**src/rtl/control_unit.sv**
```systemverilog
// control_unit
//   Microcoded sequencer for a small 8-bit accumulator CPU. Every instruction
//   runs five T-states (T0..T4); the control word is a combinational decode of
//   the current T-state, the opcode, the latched ALU flags and the halt state.
//
// Ports
//   clk     in   system clock, all state changes on the rising edge
//   rst     in   asynchronous reset, active low
//   opcode  in   [3:0] instruction-register high nibble (not latched here)
//   zf      in   ALU zero flag (combinational from the ALU)
//   cf      in   ALU carry/borrow flag (combinational from the ALU)
//   ctrl    out  [15:0] control word:
//                15 hlt 14 mi 13 ri 12 ro 11 io 10 ii 9 ai 8 ao
//                 7 eo   6 su  5 bi  4 oi  3 ce  2 co 1 j  0 fi
//   step    out  [2:0] current T-state, 0..4
//   flag_z  out  latched zero flag
//   flag_c  out  latched carry flag
//   halted  out  set once HLT executes; only reset clears it
module control_unit (
  input  logic        clk,
  input  logic        rst,
  input  logic [3:0]  opcode,
  input  logic        zf,
  input  logic        cf,
  output logic [15:0] ctrl,
  output logic [2:0]  step,
  output logic        flag_z,
  output logic        flag_c,
  output logic        halted
);

  // Control-word bit masks
  localparam logic [15:0] C_HLT = 16'h8000;
  localparam logic [15:0] C_MI  = 16'h4000;
  localparam logic [15:0] C_RI  = 16'h2000;
  localparam logic [15:0] C_RO  = 16'h1000;
  localparam logic [15:0] C_IO  = 16'h0800;
  localparam logic [15:0] C_II  = 16'h0400;
  localparam logic [15:0] C_AI  = 16'h0200;
  localparam logic [15:0] C_AO  = 16'h0100;
  localparam logic [15:0] C_EO  = 16'h0080;
  localparam logic [15:0] C_SU  = 16'h0040;
  localparam logic [15:0] C_BI  = 16'h0020;
  localparam logic [15:0] C_OI  = 16'h0010;
  localparam logic [15:0] C_CE  = 16'h0008;
  localparam logic [15:0] C_CO  = 16'h0004;
  localparam logic [15:0] C_J   = 16'h0002;
  localparam logic [15:0] C_FI  = 16'h0001;

  // Opcode map; anything not listed decodes as NOP
  localparam logic [3:0] OP_LDA = 4'b0001;
  localparam logic [3:0] OP_ADD = 4'b0010;
  localparam logic [3:0] OP_SUB = 4'b0011;
  localparam logic [3:0] OP_STA = 4'b0100;
  localparam logic [3:0] OP_LDI = 4'b0101;
  localparam logic [3:0] OP_JMP = 4'b0110;
  localparam logic [3:0] OP_JC  = 4'b0111;
  localparam logic [3:0] OP_JZ  = 4'b1000;
  localparam logic [3:0] OP_OUT = 4'b1110;
  localparam logic [3:0] OP_HLT = 4'b1111;

  typedef enum logic [2:0] {
    T0 = 3'd0,
    T1 = 3'd1,
    T2 = 3'd2,
    T3 = 3'd3,
    T4 = 3'd4
  } tstate_t;

  tstate_t     state;
  tstate_t     state_next;
  logic [15:0] word;

  // Microcode decode. Conditional jumps look only at the latched flags.
  always_comb begin
    word = '0;
    if (halted) begin
      word = C_HLT;
    end else begin
      case (state)
        T0: word = C_CO | C_MI;
        T1: word = C_RO | C_II | C_CE;
        T2: begin
          case (opcode)
            OP_LDA, OP_ADD, OP_SUB, OP_STA: word = C_IO | C_MI;
            OP_LDI: word = C_IO | C_AI;
            OP_JMP: word = C_IO | C_J;
            OP_JC:  word = flag_c ? (C_IO | C_J) : '0;
            OP_JZ:  word = flag_z ? (C_IO | C_J) : '0;
            OP_OUT: word = C_AO | C_OI;
            OP_HLT: word = C_HLT;
            default: word = '0;
          endcase
        end
        T3: begin
          case (opcode)
            OP_LDA:         word = C_RO | C_AI;
            OP_ADD, OP_SUB: word = C_RO | C_BI;
            OP_STA:         word = C_AO | C_RI;
            default:        word = '0;
          endcase
        end
        T4: begin
          case (opcode)
            OP_ADD:  word = C_EO | C_AI | C_FI;
            OP_SUB:  word = C_EO | C_AI | C_FI | C_SU;
            default: word = '0;
          endcase
        end
        default: word = '0;
      endcase
    end
  end

  // Fixed five-state ring; out-of-range encodings recover to T0
  always_comb begin
    case (state)
      T0:      state_next = T1;
      T1:      state_next = T2;
      T2:      state_next = T3;
      T3:      state_next = T4;
      default: state_next = T0;
    endcase
  end

  // ctrl is forced to zero while reset is held, not just at the edge
  assign ctrl = rst ? word : '0;
  assign step = state;

  always_ff @(posedge clk or negedge rst) begin
    if (!rst) begin
      state  <= T0;
      flag_z <= 1'b0;
      flag_c <= 1'b0;
      halted <= 1'b0;
    end else if (!halted) begin
      if (word[0]) begin
        flag_z <= zf;
        flag_c <= cf;
      end
      // HLT freezes the sequencer in T2
      if (state == T2 && opcode == OP_HLT) begin
        halted <= 1'b1;
      end else begin
        state <= state_next;
      end
    end
  end

endmodule

```
**config.mk**
```make
export PLATFORM = sky130hd
export DESIGN_NAME = control_unit
export DESIGN_NICKNAME = d
export VERILOG_FILES = /design/src/rtl/control_unit.sv
export SDC_FILE = /design/constraint.sdc
export NUM_CORES = 1
export LEC_CHECK = 0
export CELL_PAD_IN_SITES_DETAIL_PLACEMENT = 1
export CELL_PAD_IN_SITES_GLOBAL_PLACEMENT = 2
export CORE_UTILIZATION = 18
export CTS_CLUSTER_DIAMETER = 40
export DETAILED_ROUTE_END_ITERATION = 16
export GPL_TIMING_DRIVEN = 0
export PLACE_DENSITY = 0.8
export SYNTH_ARGS = -nofsm -noshare
export SYNTH_HDL_FRONTEND = slang
export SYNTH_SLANG_ARGS = --single-unit
```
**constraint.sdc**
```tcl
create_clock -name clk -period 2.9 [get_ports clk]
set_input_delay 0.87 -clock clk [delete_from_list [all_inputs] [get_ports clk]]
set_output_delay 0.87 -clock clk [all_outputs]
set_load 0.05 [all_outputs]
```
== Yosys cells after proc, flatten, opt, wreduce, memory -nomap -nowiden ==
Cells that the tools add are included.

* Mux-type cells: 11
* Bitwise gates (word level): 2
* Reduce and logical (&&, ||, !) cells: 6
* Eq/ne operators: 14

{| class="wikitable"
|+ Operators with widths
! kind !! count
|-
| $pmux W16 S7 || 1
|-
| $pmux W16 S5 || 1
|-
| $pmux W14 S3 || 1
|-
| $mux W16 || 2
|-
| $mux W12 || 2
|-
| $pmux W10 S2 || 1
|-
| $eq A4 B3 Y1 const B || 4
|-
| $eq A4 B4 Y1 const B || 3
|-
| $pmux W3 S4 || 1
|-
| $eq A4 B2 Y1 const B || 2
|-
| $eq A3 B2 Y1 const B || 2
|-
| $eq A4 B1 Y1 const B || 1
|-
| $reduce_and A2 Y1 || 2
|-
| $reduce_or A4 Y1 || 1
|-
| $eq A3 B1 Y1 const B || 1
|-
| $eq A3 B3 Y1 const B || 1
|-
| $logic_not A3 Y1 || 1
|-
| $mux W1 || 2
|-
| $not A1 Y1 || 2
|-
| $reduce_or A2 Y1 || 1
|-
| $logic_and A1 B1 Y1 || 1
|}

* Input port bits: 8
* Output and inout port bits: 22
* Logic and storage cells: 37
* Register bits: 6

== Depth between registers and ports, before layout ==
* Depth in word-level cells: 6
* Gate-level depth with buffers: 5
* Depth with buffers taken out: 3

== Least setup slack after synthesis ==
No wires, ideal clock.

* Path type: input to output
* From: in opcode[3]
* To: out ctrl[8]
* Buffers on the path: 1
* Data arrival time: 3.012 ns
* Cell stages on the path: 4
* Data required time: 2.030 ns
* Path slack: -0.982 ns
* Cell sequence: clkbuf_1 -> and3b_1 -> a21oi_1 -> nor4b_1

* Longest elaborated chain between the ends: 6
* Elaborated cells on any way between the ends: 17
* Classes of those cells: eq/ne: 10; mux: 5; reduce/logical: 2

{| class="wikitable"
|+ Ends and longest elaborated chain
! what !! line !! text
|-
| start: declaration || 22 || <nowiki>input logic [3:0] opcode,</nowiki>
|-
| $eq A4 B2 Y1 (tied with other cells) || 84, 96 ||
|-
| $reduce_or A4 Y1 / $reduce_or A2 Y1 (equally long branches) || 84, 96 ||
|-
| $pmux W16 S7 / $pmux W14 S3 (equally long branches) || 84, 96 ||
|-
| $pmux W16 S5 (*) || 80 || <nowiki>case (state)</nowiki>
|-
| $mux W16 (*) || 77 || <nowiki>if (halted) begin</nowiki>
|-
| $mux W16 (*) || 127 || <nowiki>assign ctrl = rst ? word : '0;</nowiki>
|-
| end: declaration || 25 || <nowiki>output logic [15:0] ctrl,</nowiki>
|}

Mark *: on every way between the ends. The rest lies on a longest branch, timed or not.

== Worst setup path in the final report ==
* From: in opcode[3]
* To: out ctrl[9]

* Longest elaborated chain between the ends: 6
* Elaborated cells on any way between the ends: 18
* Classes of those cells: eq/ne: 10; mux: 6; reduce/logical: 2

{| class="wikitable"
|+ Ends and longest elaborated chain
! what !! line
|-
| $eq A4 B2 Y1 (tied with other cells) || 84, 96, 104
|-
| $reduce_or A4 Y1 / $reduce_or A2 Y1 (equally long branches) || 84, 96
|-
| $pmux W16 S7 / $pmux W14 S3 (equally long branches) || 84, 96
|-
| $pmux W16 S5 (*) || 80
|-
| $mux W16 (*) || 77
|-
| $mux W16 (*) || 127
|}

Marked as above.

==> metrics <==
status finished with violations; failing checks negative setup slack; remaining antenna violation count 0; WHS between 0.4 and 0.5 ns; PwrDens a little under 900 mW/mm2; detailed router's first-iteration violation count 6; critical path endpoint category primary output; final-report max-slew violation count 0; IO Pins 30; largest net degree at the start of global routing 11; initial core utilization a little under a fifth; Syn Area/Cell approximately 7.5 um2; minimum clock period 3.13 ns; Area growth syn-to-layout 82.8%; Top FF cell, synth dfrtp_1; Mapped Nets 86; setup ws final -0.232 ns; slowest stage delay, CP approximately 0.54 ns; # rows 20; number of enable flip-flop cells after synthesis 0; root buffer cell clkbuf_4; routed via count roughly 700; Netlist Area Pre-Place just under 600 um2; I/O Buffers 27; Die Footprint between 0.003 and 0.004 mm2; clk buf depth 2; CP startpoint kind primary input; Setup Skew around 0.0039 ns; CTS tree yes; critical path data arrival time ~2.3 ns; Pre-antenna DRT Iters 3; total of warnings raised by yosys 0; vias in the first global route between 700 and 800; Synth area leaders dfrtp_1, nor2_1, nand2_1; Setup Viol. Count Final 4; hpwl dp ~1600 um; crit path max fanout 3; crit path from opcode[3]; Worst path most repeated cell buf_6; Tcrit/Tclk final 108%; GP Congestion about 0.71; clock sinks 6; synth cell count leaders nor2_1, nand2_1, clkbuf_1; kind of critical path in -> out; RSZ-0062 raised after global routing yes; initial antenna violation count 0; Worst R2R Start step[1]; vertical die dimension slightly below 60 um; Hold Vio Cnt, Final 0; Num CTS Buffers 3; Slowest cell on crit path or4b_4; area leader, netlist dfrtp_1; drt wl/cell roughly 13 um; Netlist cell types 32; routed wire length just under 2000 um; gr usage total 12.2%; first-pass GRT wire length between 3000 and 4000 um; f_max about 320 MHz; Worst-path clk slew approximately 0.05 ns; ANT cells 0; hold-fix buffers at CTS 0; fin util between 30% and 40%; post-synthesis cell count just under 80; CP delay by family, top simple AND/OR/NAND/NOR gates; WP data required a little over 2 ns; Die Wd around 59 um; sequential element share of the synthesized area 25.8%; share of cells above drive strength 1 between 40% and 50%; core area just over 0.003 mm2; H-tree Lvls 1; nets between 100 and 150; post-synth top area share 25.8%; clock latency on the worst-skew pair ~0.24 ns; Max-cap violations 0; Slew @ Worst Pin roughly 0.58 ns; worst path cell trace buf_6, or3b_4, or4b_4, o22ai_2, buf_6; #FFs+latches synth 6; routed vias/inst 4.50; Peak VDD IR between 0.2 and 0.3 mV; Max-slew headroom 61.3%; drt drc 0; most common cell in the netlist nor2_1; Hold Path Class in -> async; Synth async-reset ratio between 90% and 100%; Power, Total 0.000927 W; Buf/Inv on CP 2; Lkg Pwr 0.404 nW; total gr overflow 0
metrics by stage:
| stage | setup slack (ns) | std cells | instance area (um2) | TNS (ns) |
|---|---|---|---|---|
| 5_1_grt | -0.268 | 152 | 1060 | -1.23 |
| 2_1_floorplan | -0.364 | 78 | 668 | -1.50 |
| 3_5_place_dp | -1.29 | 149 | 993 | -18.17 |
| 3_3_place_gp | -1.27 | 149 | 993 | -17.82 |
| 6_report | -0.232 | 152 | 1060 | -0.807 |
| 4_1_cts | -0.285 | 152 | 1040 | -0.980 |
worst register-to-register path: stages (launching register included):
cell      delay (ns)
dfrtp_1         0.41
clkbuf_1        0.48
nand2_1         0.16
nor4_2          0.21
or2_2           0.16
final timing paths:
check	to	slack (ns)	depth (start not counted)
max in group asynchronous	flag_c	2.32	1
min reg2reg	flag_c	0.57	1
max	ctrl[9]	-0.23	5
max reg2reg	halted	1.41	4
min in group clk	flag_c	0.57	1
min	step[1]	0.45	1
per-layer routing:
| metal | global-route usage, % | up-vias | wire [um] |
|---|---|---|---|
| met1 | 16.2 | 331 | 938 |
| met2 | 21.1 | 18 | 939 |
| met5 | 0 | - | 0 |
| met3 | 1.32 | 0 | 89 |
| met4 | 3.06 | 0 | 0 |
| li1 | - | 335 | - |
area by class of cell:
| cell class | instances | area, um2 |
|---|---|---|
| flip-flops and latches | 6 | 150 |
| inverters | 2 | 7.51 |
| multi-input cells | 60 | 494 |
| fillers | 375 | 1990 |
| well taps | 44 | 55.1 |
| plain buffers | 10 | 71.3 |
| clock buffers | 3 | 22.5 |
| repair buffers | 27 | 263 |
kinds of logic after synthesis:
group           share of synthesized area [%]
simple gates                             41.3
mux                                      3.87
xor+xnor                                 1.51
compound gates                           17.2
flops                                    25.8
buf+inv                                  10.3
power breakdown:
group | switching, W | leakage, nW | internal [W] | total (W)
logic | 0.000459 | 0.313 | 0.000222 | 0.000681
clock network | 0.0000291 | 0.0138 | 0.0000468 | 0.0000759
registers | 0.0000449 | 0.0768 | 0.000125 | 0.000170
flip-flops by register name (all words and copies together) (netlist names):
name,cells
flag_c,1
flag_z,1
halted,1
step,3
cells in the final DEF, fill, tap and decap left out, types with 3 or more instances in the layout:
cell type / n
clkdlybuf4s15_2: 3
nand2_1: 6
buf_6: 8
nand3_1: 3
o21ai_0: 3
clkbuf_1: 4
nor2_1: 6
clkdlybuf4s50_1: 8
clkbuf_4: 7
buf_2: 3
dfrtp_1: 6
buf_4: 4
repair_timing:
action / in CTS / in global routing
pin swaps: 4 / 4
resized for setup: 108 / 21
buffers inserted: 0 / 0
setup endpoints to repair: 16 / 15
(Power assumes the default switching activity.)
